$ cat src/rtl/mem_result_reader.sv
// -----------------------------------------------------------------------------
// mem_result_reader
//
// Collects a frame of DEPTH result words from a producer into a small register
// file. It then drains the frame to a consumer over a valid/ready handshake.
// While the frame drains, the producer is locked out (Busy). Any write it
// attempts in that window is dropped and sets a sticky Overflow flag. A running
// modulo-2^DATA_WIDTH checksum covers the words the consumer accepts. FrameDone
// pulses for one cycle after the final word of a frame is taken.
//
// Ports
//   Clk        : single clock, all state changes on the rising edge
//   Reset      : synchronous, active-high
//   WrEn       : producer write strobe
//   WrData     : producer result word
//   Busy       : high while a frame drains (writes not accepted)
//   DataOut    : registered word presented to the consumer
//   Valid      : DataOut holds an unconsumed word
//   Ready      : consumer accepts DataOut when Valid && Ready at an edge
//   Last       : DataOut is the final word of the frame
//   Checksum   : sum of words accepted in the current / most recent frame
//   FrameDone  : one-cycle pulse after the final word is accepted
//   Overflow   : sticky, a write was attempted while Busy
// -----------------------------------------------------------------------------
module mem_result_reader #(
    parameter int DATA_WIDTH = 8,
    parameter int DEPTH      = 4
) (
    input  logic                  Clk,
    input  logic                  Reset,
    input  logic                  WrEn,
    input  logic [DATA_WIDTH-1:0] WrData,
    output logic                  Busy,
    output logic [DATA_WIDTH-1:0] DataOut,
    output logic                  Valid,
    input  logic                  Ready,
    output logic                  Last,
    output logic [DATA_WIDTH-1:0] Checksum,
    output logic                  FrameDone,
    output logic                  Overflow
);

    localparam int PTR_W = (DEPTH > 1) ? $clog2(DEPTH) : 1;
    localparam logic [PTR_W-1:0] LAST_IDX = PTR_W'(DEPTH - 1);

    typedef enum logic {
        FILL  = 1'b0,
        DRAIN = 1'b1
    } state_t;

    state_t state;
    state_t nextState;

    logic [DATA_WIDTH-1:0] mem [DEPTH];
    logic [PTR_W-1:0]      wrPtr;
    logic [PTR_W-1:0]      rdPtr;
    logic [PTR_W-1:0]      rdPtrNext;

    logic wrAccept;
    logic rdAccept;
    logic frameFull;
    logic lastAccept;

    // Checksum accumulation; the carry out of the top bit is dropped.
    function automatic logic [DATA_WIDTH-1:0] wrapAdd(
        input logic [DATA_WIDTH-1:0] a,
        input logic [DATA_WIDTH-1:0] b
    );
        return a + b;
    endfunction

    // Next-state and handshake decode.
    always_comb begin
        nextState  = state;
        wrAccept   = (state == FILL) && WrEn;
        rdAccept   = (state == DRAIN) && Ready;
        frameFull  = wrAccept && (wrPtr == LAST_IDX);
        lastAccept = rdAccept && (rdPtr == LAST_IDX);
        rdPtrNext  = rdPtr + 1'b1;
        Busy       = (state == DRAIN);
        // In DRAIN there is always a word on DataOut. Valid therefore
        // follows the state directly.
        Valid      = (state == DRAIN);
        Last       = (state == DRAIN) && (rdPtr == LAST_IDX);

        case (state)
            FILL:    if (frameFull)  nextState = DRAIN;
            DRAIN:   if (lastAccept) nextState = FILL;
            default: nextState = FILL;
        endcase
    end

    // Storage is not reset. Writes are masked during Reset so that Reset
    // keeps priority over the producer.
    always_ff @(posedge Clk) begin
        if (!Reset && wrAccept) begin
            mem[wrPtr] <= WrData;
        end
    end

    // State, pointers, flags and the registered read word.
    always_ff @(posedge Clk) begin
        if (Reset) begin
            state     <= FILL;
            wrPtr     <= '0;
            rdPtr     <= '0;
            FrameDone <= 1'b0;
            Overflow  <= 1'b0;
            Checksum  <= '0;
            DataOut   <= '0;
        end else begin
            state     <= nextState;
            FrameDone <= lastAccept;

            if ((state == DRAIN) && WrEn) begin
                Overflow <= 1'b1;
            end

            if (wrAccept) begin
                wrPtr <= wrPtr + 1'b1;
            end

            if (frameFull) begin
                // mem[0] is already settled unless the frame is a single word.
                // In that case the word being written now is the one to show.
                DataOut  <= (DEPTH == 1) ? WrData : mem[0];
                Checksum <= '0;
            end

            if (rdAccept) begin
                Checksum <= wrapAdd(Checksum, DataOut);
                if (lastAccept) begin
                    rdPtr <= '0;
                    wrPtr <= '0;
                end else begin
                    rdPtr   <= rdPtrNext;
                    DataOut <= mem[rdPtrNext];
                end
            end
        end
    end

endmodule

$ cat config.mk
export PLATFORM = sky130hd
export DESIGN_NAME = mem_result_reader
export DESIGN_NICKNAME = d
export VERILOG_FILES = /design/src/rtl/mem_result_reader.sv
export SDC_FILE = /design/constraint.sdc
export NUM_CORES = 1
export LEC_CHECK = 0
export ABC_CLOCK_PERIOD_IN_PS = 2150
export BUFFER_PORTS_ARGS = -buffer_cell sky130_fd_sc_hd__buf_2
export CORE_MARGIN = 5
export CORE_UTILIZATION = 50
export CTS_CLUSTER_DIAMETER = 150
export DETAILED_ROUTE_END_ITERATION = 16
export GPL_ROUTABILITY_DRIVEN = 1
export PLACE_DENSITY = 0.81
export SLEW_MARGIN = 20
export SYNTH_ARGS = -nofsm -noshare
export SYNTH_HDL_FRONTEND = slang
export SYNTH_SLANG_ARGS = --single-unit
export TNS_END_PERCENT = 30
$ cat constraint.sdc
create_clock -name Clk -period 2.15 [get_ports Clk]
set_input_delay 0.3225 -clock Clk [delete_from_list [all_inputs] [get_ports Clk]]
set_output_delay 0.3225 -clock Clk [all_outputs]
set_load 0.005 [all_outputs]
# == Yosys cells after proc, flatten, opt, wreduce, memory -nomap -nowiden ==
# Memory sizes are Yosys's and may differ from the RTL's.
# Index checks and enable logic that the tools add are counted.
# Widths: inputs -> output; s select.
# totals
register_bits,23
ram_bits,32
input_bits,12
output_inout_bits,21
word_cells,37
n_memories,1
# mem_list
name,depth,word_bits,read_ports,rd_clocked_by_memory_dff,write_ports,line_no,rtl
mem,4,8,2,0,1,54,logic [DATA_WIDTH-1:0] mem [DEPTH];
# op_classes
n_addsub,3
n_eq_ne,2
n_mux,14
bitwise_logic,1
n_reduce_logical,9
# ops
op,n
$mux 8,5
$add 8x8->8,1
$mux 2,4
$logic_and 1x1->1,7
$add 2x1->2 const B,2
$eq 2x2->1 const B,2
$mux 1,4
$pmux 1 s2,1
$reduce_bool 2->1,1
$logic_not 1->1,1
$not 1->1,1

# == Longest topological paths before layout ==
# Gate-level depths: netlist of run 1.
# logic_depth
depth_word,6
mapped_depth,7
depth_no_buf,7

# == Worst setup path after synthesis of run 1 ==
# No wires, ideal clock.
# synth_path
path_kind,reg2reg
from,register DataOut[0]
to,register Checksum[6]
arrival_ps,1712
path_slack_ps,351
path_stages_with_launch,8
period_less_slack_ps,1799
cell_sequence,dfxtp_1 -> ha_1 -> fa_1 -> a21o_1 -> a21oi_1 -> o21ai_1 -> xnor2_1 -> o31ai_1
# synth_between
elab_chain_len,2
# synth_lines
element,line_no,rtl
"start, declared",34,"output logic [DATA_WIDTH-1:0] DataOut,"
"start signal, assigned",126,DataOut <= (DEPTH == 1) ? WrData : mem[0];
"start signal, assigned",137,DataOut <= mem[rdPtrNext];
$add 8x8->8,69,return a + b;
$mux 8,130,if (rdAccept) begin
"end signal, assigned",131,"Checksum <= wrapAdd(Checksum, DataOut);"
"end, declared",38,"output logic [DATA_WIDTH-1:0] Checksum,"
# Every way passes these cells.
# A chain may end at the register's enable or synchronous reset.

# == Final worst setup path of run 1 ==
# Ends and elaborated chain as after synthesis.

==> impl_results.md, run 1 <==
* Routed WL per cell at 15.6 um
* Crit path launch: DataOut[0]
* Starting Density at 0.522
* # rows at 25
* RSZ-0062 raised after global routing: no
* R2R setup slack at approximately 230 ps
* Hold_buf cts at 0
* Htree depth at 2
* Final setup viols at 0
* Min Tclk post-route at 1920 ps
* Final Cycle Share at 0.894
* Drt pass-1 iters at 4
* Synth Register Bits at 55
* Peak VDD IR at 408 uV
* Global routing usage on met3 at 0.0299
* Clock sink count at 55
* Finished Core Util at 0.588
* Fin. Hold Viols at 0
* Clock Root Buffer: clkbuf_8
* Tightest Hold Check Type: primary input to flip-flop
* Critical Path Max Stage Delay at 420 ps
* First-pass GRT wire length at 8.00 mm
* Placed instance count at around 300
* CORE AREA at 0.00482 sq mm
* Synthesized Nets at around 230
* Slew of the pin with the lowest slew margin at between 500 and 600 ps
* Cell Area, Synth at between 0.002 and 0.003 sq mm
* Worst path cell trace: ha_1 -> fa_1 -> a21o_1 -> a21oi_1 -> o21ai_1 -> xnor2_1 -> o31ai_1
* Critical path launch point type: flip-flop
* Via-to-Cell Ratio at 5.28
* Chip width at 80.9 um
* CTS Buffer Depth at 2
* Resized cells post-CTS at 0
* CP top delay family: adder cells
* Commonest cells after routing, fill and taps aside: buf_2, edfxtp_1, dfxtp_1, nor2_1, nand2_1
* Fin Setup TNS at 0 ps
* Sequential share of the synthesized area at 0.565
* Mapped Avg Cell Area at approximately 12 sq um
* PwrDens at 635 mW/mm^2
* Initial antenna violation count at 0
* Fin nets at 261
* Hold Path Sink: mem[1][3]
* Worst slew margin at 0.606
* Layout cells sized above 1 at 0.270
* Vias in the first global route at 1,669
* Top cell type's share of synthesized area at 0.382
* Boundary Pins at 33
* Yosys top cell by area: edfxtp_1
* Post-DP HPWL at 3.45 mm
* CTS tree: done
* Non-filler instance count after layout at 304
* Kind of critical path: flip-flop to flip-flop
* WP data required at roughly 2400 ps
* Status: finished clean
* CP Data Arrival Time at 2140 ps
* Met1 usage at 0.214
* Worst clock skew at 7.17 ps
* Reg2reg start: DataOut[0]
* GRT busiest layer: met2
* Worst-case reg-to-reg path depth at 7
* RePlAce Congestion at roughly 0.89
* Fmax at roughly 0.52 GHz
* Maxcap violations at 0
* Port Buffers at 32
* Post-DRT Antenna Nets at 0
* GRT Total Usage at 0.160
* Final wirelength at roughly 4.7 mm
* R2r endpoint: Checksum[6]
* Chip Height at 80.9 um
* Synth warnings at 0
* Postcts setup bufs at 0
* Drt drc at 0
* Worst hold stages at 1
* Antenna Cells at 0
* Bufs and invs on worst path at 0
* CP Max Fanout at 3
* P&R area growth vs syn at 12.7%
* Inserted Clock Buffers at 5
* Slew Limit Fails at 0
* Drt initial violations at between 90 and 100
* Total number of vias at 1,606
* Post-synthesis cell count at 202
* Dominant cells by area after synthesis: edfxtp_1, dfxtp_1, mux4_2
* Crit path max-delay cell type: fa_1
* Hold Path Origin: WrData[3]
* Largest net degree at the start of global routing at 27
* DIE AREA at 0.00655 sq mm
* Clock latency on the worst-skew pair at 300 ps
* Remaining Overflow, GRT at 0
* Met2 usage in global routing at 0.269
* Final hold slack at 231 ps
* Fill cells at 415
* Worst Setup End Kind: flip-flop
* Distinct cells, synth at 40
* LEAKAGE at roughly 1.1 nW
* CTS clock-pin slew for the worst setup and hold paths at 100 ps
-- cell type report --
| cell class | count | area [sq um] | share of cell area |
|---|---|---|---|
| clock inverter | 3 | 20.0 | 0.00706 |
| inverter | 3 | 11.3 | 0.00397 |
| multi-input combinational | 131 | 1010 | 0.356 |
| sequential | 55 | 1420 | 0.502 |
| tap | 67 | 83.8 | 0.0296 |
| timing repair buffer | 40 | 220 | 0.0777 |
| clock buffer | 5 | 68.8 | 0.0243 |
-- cell usage after synthesis, drive strengths merged --
master,instances
mux4,8
xnor2,4
a211oi,2
nor2,19
o31ai,1
nand3,14
a21o,2
and2,5
nand2,19
nor3b,3
clkbuf,3
buf,10
nor3,2
xor2,1
edfxtp,32
ha,12
nor2b,3
nand3b,2
fa,1
a31oi,1
mux2i,1
dfxtp,23
o22ai,1
o311ai,1
a21oi,10
inv,3
nand2b,2
nand4b,1
and3b,1
mux2,1
a311oi,8
o21bai,1
o21ai,5
-- how the worst max path moves through the flow --
stage	slack (ps)	cells past startpoint	endpoint
after detailed placement	250	7	Checksum[6]
after floorplan	350	7	Checksum[6]
final	230	7	Checksum[6]
after global placement	310	7	Checksum[6]
after CTS	230	7	Checksum[6]
after global routing	40	7	Checksum[6]
-- power breakdown --
part / leakage, nW / internal (mW) / switching, mW
Combinational: 0.574 / 0.0402 / 0.0567
Sequential: 0.476 / 1.14 / 0.0138
Clock: 0.0402 / 0.227 / 0.323
Total: 1.09 / 1.41 / 0.394
-- sequential cells by signal, summed over array words and instances (netlist names) --
signal / count
mem: 32
Checksum: 8
DataOut: 8
rdPtr: 2
wrPtr: 2
Busy: 1
FrameDone: 1
Overflow: 1
-- cells by family after synthesis --
logic type                 synth area share
and+or+nand+nor                       0.139
DFF                                   0.565
AOI/OAI and AO/OA                    0.0950
buffers and inverters                0.0338
adders and majority gates            0.0677
muxes                                0.0816
xor gates and xnor gates             0.0174
-- stage by stage --
| step | area (sq um) | total power [mW] | setup WS (ps) |
|---|---|---|---|
| 2_1_floorplan | 2510 | 1.23 | 351 |
| 3_3_place_gp | 2750 | 1.27 | 312 |
| 3_5_place_dp | 2750 | 1.27 | 253 |
| 4_1_cts | 2830 | 1.82 | 229 |
| 5_1_grt | 2830 | 1.87 | 42.3 |
| 6_report | 2830 | 1.80 | 228 |
-- metal layers --
metal / vias up / routed length (um)
met2: 38 / 2280
met4: 0 / 14
met5: - / 0
met1: 756 / 2180
li1: 810 / -
met3: 2 / 269
Power figures use the tool's default switching activity.
==> run 2, diff against run 1 <==
Settings changed: ABC_AREA from default to 1, PLACE_DENSITY 0.81 to 0.8.
==> run 2 against run 1 <==
Compared with the run above: power is 0.79% higher; sequential cell count stayed put; synthesized area is 2.8% higher; critical path depth is 2 lower; sequential power hardly changed; clock-buffer cell count stayed put; die area is 2.5% higher; sequential share of layout area is 1.3 points lower; worst setup slack better by 320 ps; largest cell class unchanged.
==> impl_results.md, run 2 <==
* Inserted Clock Buffers at 5 (unchanged)
* Hold Path Sink: mem[3][5] (was mem[1][3])
* Most common cell after layout, fill and taps aside: nand2_1
* Max reg flops at 32 (unchanged)
* Post-synthesis cell count at 269 (was 202)
* Min Tclk post-route at 1600 ps (was 1920 ps)
* Total number of vias at 1,885 (was 1,606)
* PwrDens at 624 mW/mm^2 (was 635 mW/mm^2)
* Async S/R FF share, synth at 0 (unchanged)
* Fmax at 0.625 GHz (was 0.520 GHz)
* Worst clock skew at 3.46 ps (was 7.17 ps)
* Crit path max-delay cell type: nor2_1 (was fa_1)
* DIE AREA at 0.00671 sq mm (was 0.00655 sq mm)
* # rows at 26 (was 25)
* Fin Setup TNS at 0 ps (unchanged)
* Slew Limit Fails at 0 (unchanged)
* Fin nets at 329 (was 261)
* Hold_buf cts at 0 (unchanged)
* Port Buffers at 32 (unchanged)
* Initial antenna violation count at 0 (unchanged)
* Distinct cells, synth at 32 (was 40)
* Worst Setup End Kind: flip-flop (unchanged)
* Top cells by count, synth: nand2_1, edfxtp_1, nor2_1, inv_1, o21ai_0 (was edfxtp_1, dfxtp_1, nor2_1, nand2_1, nand3_1)
* Clock sink count at 55 (unchanged)
* R2r endpoint: mem[1][5] (was Checksum[6])
* Fin. Hold Viols at 0 (unchanged)
* Boundary Pins at 33 (unchanged)
* Dominant cells by area after synthesis: edfxtp_1, dfxtp_1, nand2_1 (was edfxtp_1, dfxtp_1, mux4_2)
* Layout cells sized above 1 at 0.223 (was 0.270)
* Largest regs: mem: 32 flops, Checksum: 8 flops, DataOut: 8 flops (unchanged)
* Peak VDD IR at 592 uV (was 408 uV)
* Htree depth at 2 (unchanged)
* Resized cells post-CTS at 0 (unchanged)
* Postcts setup bufs at 0 (unchanged)
* CP Data Arrival Time at 1550 ps (was 2140 ps)
* R2R setup slack at 550 ps (was 230 ps)
* Final setup viols at 0 (unchanged)
* EDFF count, synth at 32 (unchanged)
* Starting Density at 0.510 (was 0.522)
* Chip width at 81.9 um (was 80.9 um)
* Clock latency on the worst-skew pair at 310 ps (was 300 ps)
* Chip Height at 81.9 um (was 80.9 um)
* LEAKAGE at 1.25 nW (was 1.09 nW)
* CP Max Fanout at 8 (was 3)
* Drt initial violations at 112 (was 97)
* Final wirelength at 5.07 mm (was 4.75 mm)
* Largest net degree at the start of global routing at 22 (was 27)
* Drt drc at 0 (unchanged)
* Tightest Hold Check Type: primary input to flip-flop (unchanged)
* Crit path launch: Busy (was DataOut[0])
* Drt pass-1 iters at 4 (unchanged)
* CORE AREA at 0.00507 sq mm (was 0.00482 sq mm)
* Sequential share of the synthesized area at 0.550 (was 0.565)
* Slew of the pin with the lowest slew margin at 653 ps (was 591 ps)
* Synthesized Nets at 294 (was 227)
* WP data required at 2100 ps (was 2370 ps)
* Commonest cells after routing, fill and taps aside: nand2_1, buf_2, edfxtp_1, nor2_1, inv_1 (was buf_2, edfxtp_1, dfxtp_1, nor2_1, nand2_1)
* CTS Buffer Depth at 2 (unchanged)
* Post-DP HPWL at 3.89 mm (was 3.45 mm)
* Kind of critical path: flip-flop to flip-flop (unchanged)
* Worst slew margin at 0.563 (was 0.606)
* Finished Core Util at 0.573 (was 0.588)
* Mapped Avg Cell Area at 9.61 sq um (was 12.5 sq um)
* Critical path launch point type: flip-flop (unchanged)
* GRT Total Usage at 0.173 (was 0.160)
* First-pass GRT wire length at 8.80 mm (was 8.00 mm)
* CTS clock-pin slew for the worst setup and hold paths at 100 ps (about the same)
* Reg2reg start: Busy (was DataOut[0])
* P&R area growth vs syn at 12.4% (was 12.7%)
* Maxcap violations at 0 (unchanged)
* Vias in the first global route at 1,880 (was 1,669)
* Final Cycle Share at 0.744 (was 0.894)
* Antenna Cells at 0 (unchanged)
* Worst hold stages at 1 (unchanged)
* CTS tree: done (unchanged)
* Worst-case reg-to-reg path depth at 5 (was 7)
* RePlAce Congestion at 0.809 (was 0.886)
* Ys flop type: edfxtp_1 (unchanged)
* Worst Setup Slack, final at 551 ps (was 228 ps)
* Routed WL per cell at 13.5 um (was 15.6 um)
* Cell Area, Synth at 0.00259 sq mm (was 0.00251 sq mm)
* Synth Register Bits at 55 (unchanged)
* Critical Path Max Stage Delay at 520 ps (was 420 ps)
* Hold Path Origin: WrData[5] (was WrData[3])
* Remaining Overflow, GRT at 0 (unchanged)
* Most common cell in the netlist: nand2_1 (was edfxtp_1)
* Synth warnings at 0 (unchanged)
* Top cell type's share of synthesized area at 0.372 (was 0.382)
* Via-to-Cell Ratio at 5.03 (was 5.28)
* RSZ-0062 raised after global routing: no (unchanged)
* Largest Register: mem (unchanged)
* Total Power at 1.81 mW (was 1.80 mW)
* Yosys top cell by area: edfxtp_1 (unchanged)
* Status: finished clean (unchanged)
* Post-DRT Antenna Nets at 0 (unchanged)
* Clock Root Buffer: clkbuf_8 (unchanged)
* Worst path cell trace: inv_2 -> nand2_4 -> inv_4 -> nand2_1 -> nor2_1 (was ha_1 -> fa_1 -> a21o_1 -> a21oi_1 -> o21ai_1 -> xnor2_1 -> o31ai_1)
* Setup WS pre-CTS at 545 ps (was 253 ps)
-- run 2: changes by cell type after synthesis, sizes merged, moves of 4 or more --
| cell | delta |
|---|---|
| a21oi | +17 |
| a311oi | -8 |
| and2 | -5 |
| inv | +26 |
| mux4 | -8 |
| nand2 | +36 |
| nand3 | -4 |
| nor2 | +9 |
| o21ai | +19 |
| o22ai | +5 |
| xnor2 | -4 |
-- run 2: worst max path at each step --
stage                       end  slack (ps)  cells past startpoint
detailed placement    mem[1][3]         550                      5
finish                mem[1][5]         550                      5
global route        Checksum[4]         410                      7
CTS                   mem[1][5]         530                      5
global placement      mem[1][5]         620                      5
floorplan             mem[3][0]         650                      6
-- run 2: through the flow --
step | hold WS (ps) | cells | instance area, sq um
finish | 232 | 375 | 2910
global route | 213 | 375 | 2910
CTS | 220 | 375 | 2910
detailed placement | 461 | 367 | 2810
global placement | 448 | 367 | 2810
floorplan | 395 | 269 | 2590
-- run 2: kinds of logic (layout without fill, tap and decap cells) --
group,Yosys count,in the layout,share of synthesized area
AND/OR/NAND/NOR,98,98,0.168
AO/OA/AOI/OAI,63,63,0.143
flip-flops,55,55,0.550
buffers and inverters,39,75,0.0701
adder cells (fa/ha/maj),13,13,0.0658
XOR/XNOR,1,1,0.00339
-- run 2: layout make-up --
cell class                      instances  area [sq um]
Fill cell                             476          2170
Sequential cell                        55          1420
Multi-Input combinational cell        175           983
Timing Repair Buffer                   37           198
Inverter                               30           120
Tap cell                               70          87.6
Clock buffer                            5          68.8
Clock inverter                          3          27.5
-- run 2: report_power, final --
part           internal (mW)  switching, mW  total (mW)
registers               1.13         0.0115        1.14
clock network          0.239          0.345       0.584
logic                 0.0294         0.0560      0.0854
total                   1.40          0.412        1.81
-- run 2: worst max-delay path, delay by kind of cell (launching register included) --
family                 cells  cell delay (ps)
DFF                        1              400
and+or+nand+nor            3              670
buffers and inverters      2              180
-- run 2: routing by layer --
layer / wire (um) / up-vias / track usage / share of wire
met5: 0 / - / 0 / 0
li1: - / 976 / - / -
met4: 77 / 0 / 0.0631 / 0.015
met1: 2280 / 853 / 0.230 / 0.45
met3: 247 / 7 / 0.0362 / 0.049
met2: 2470 / 49 / 0.279 / 0.49
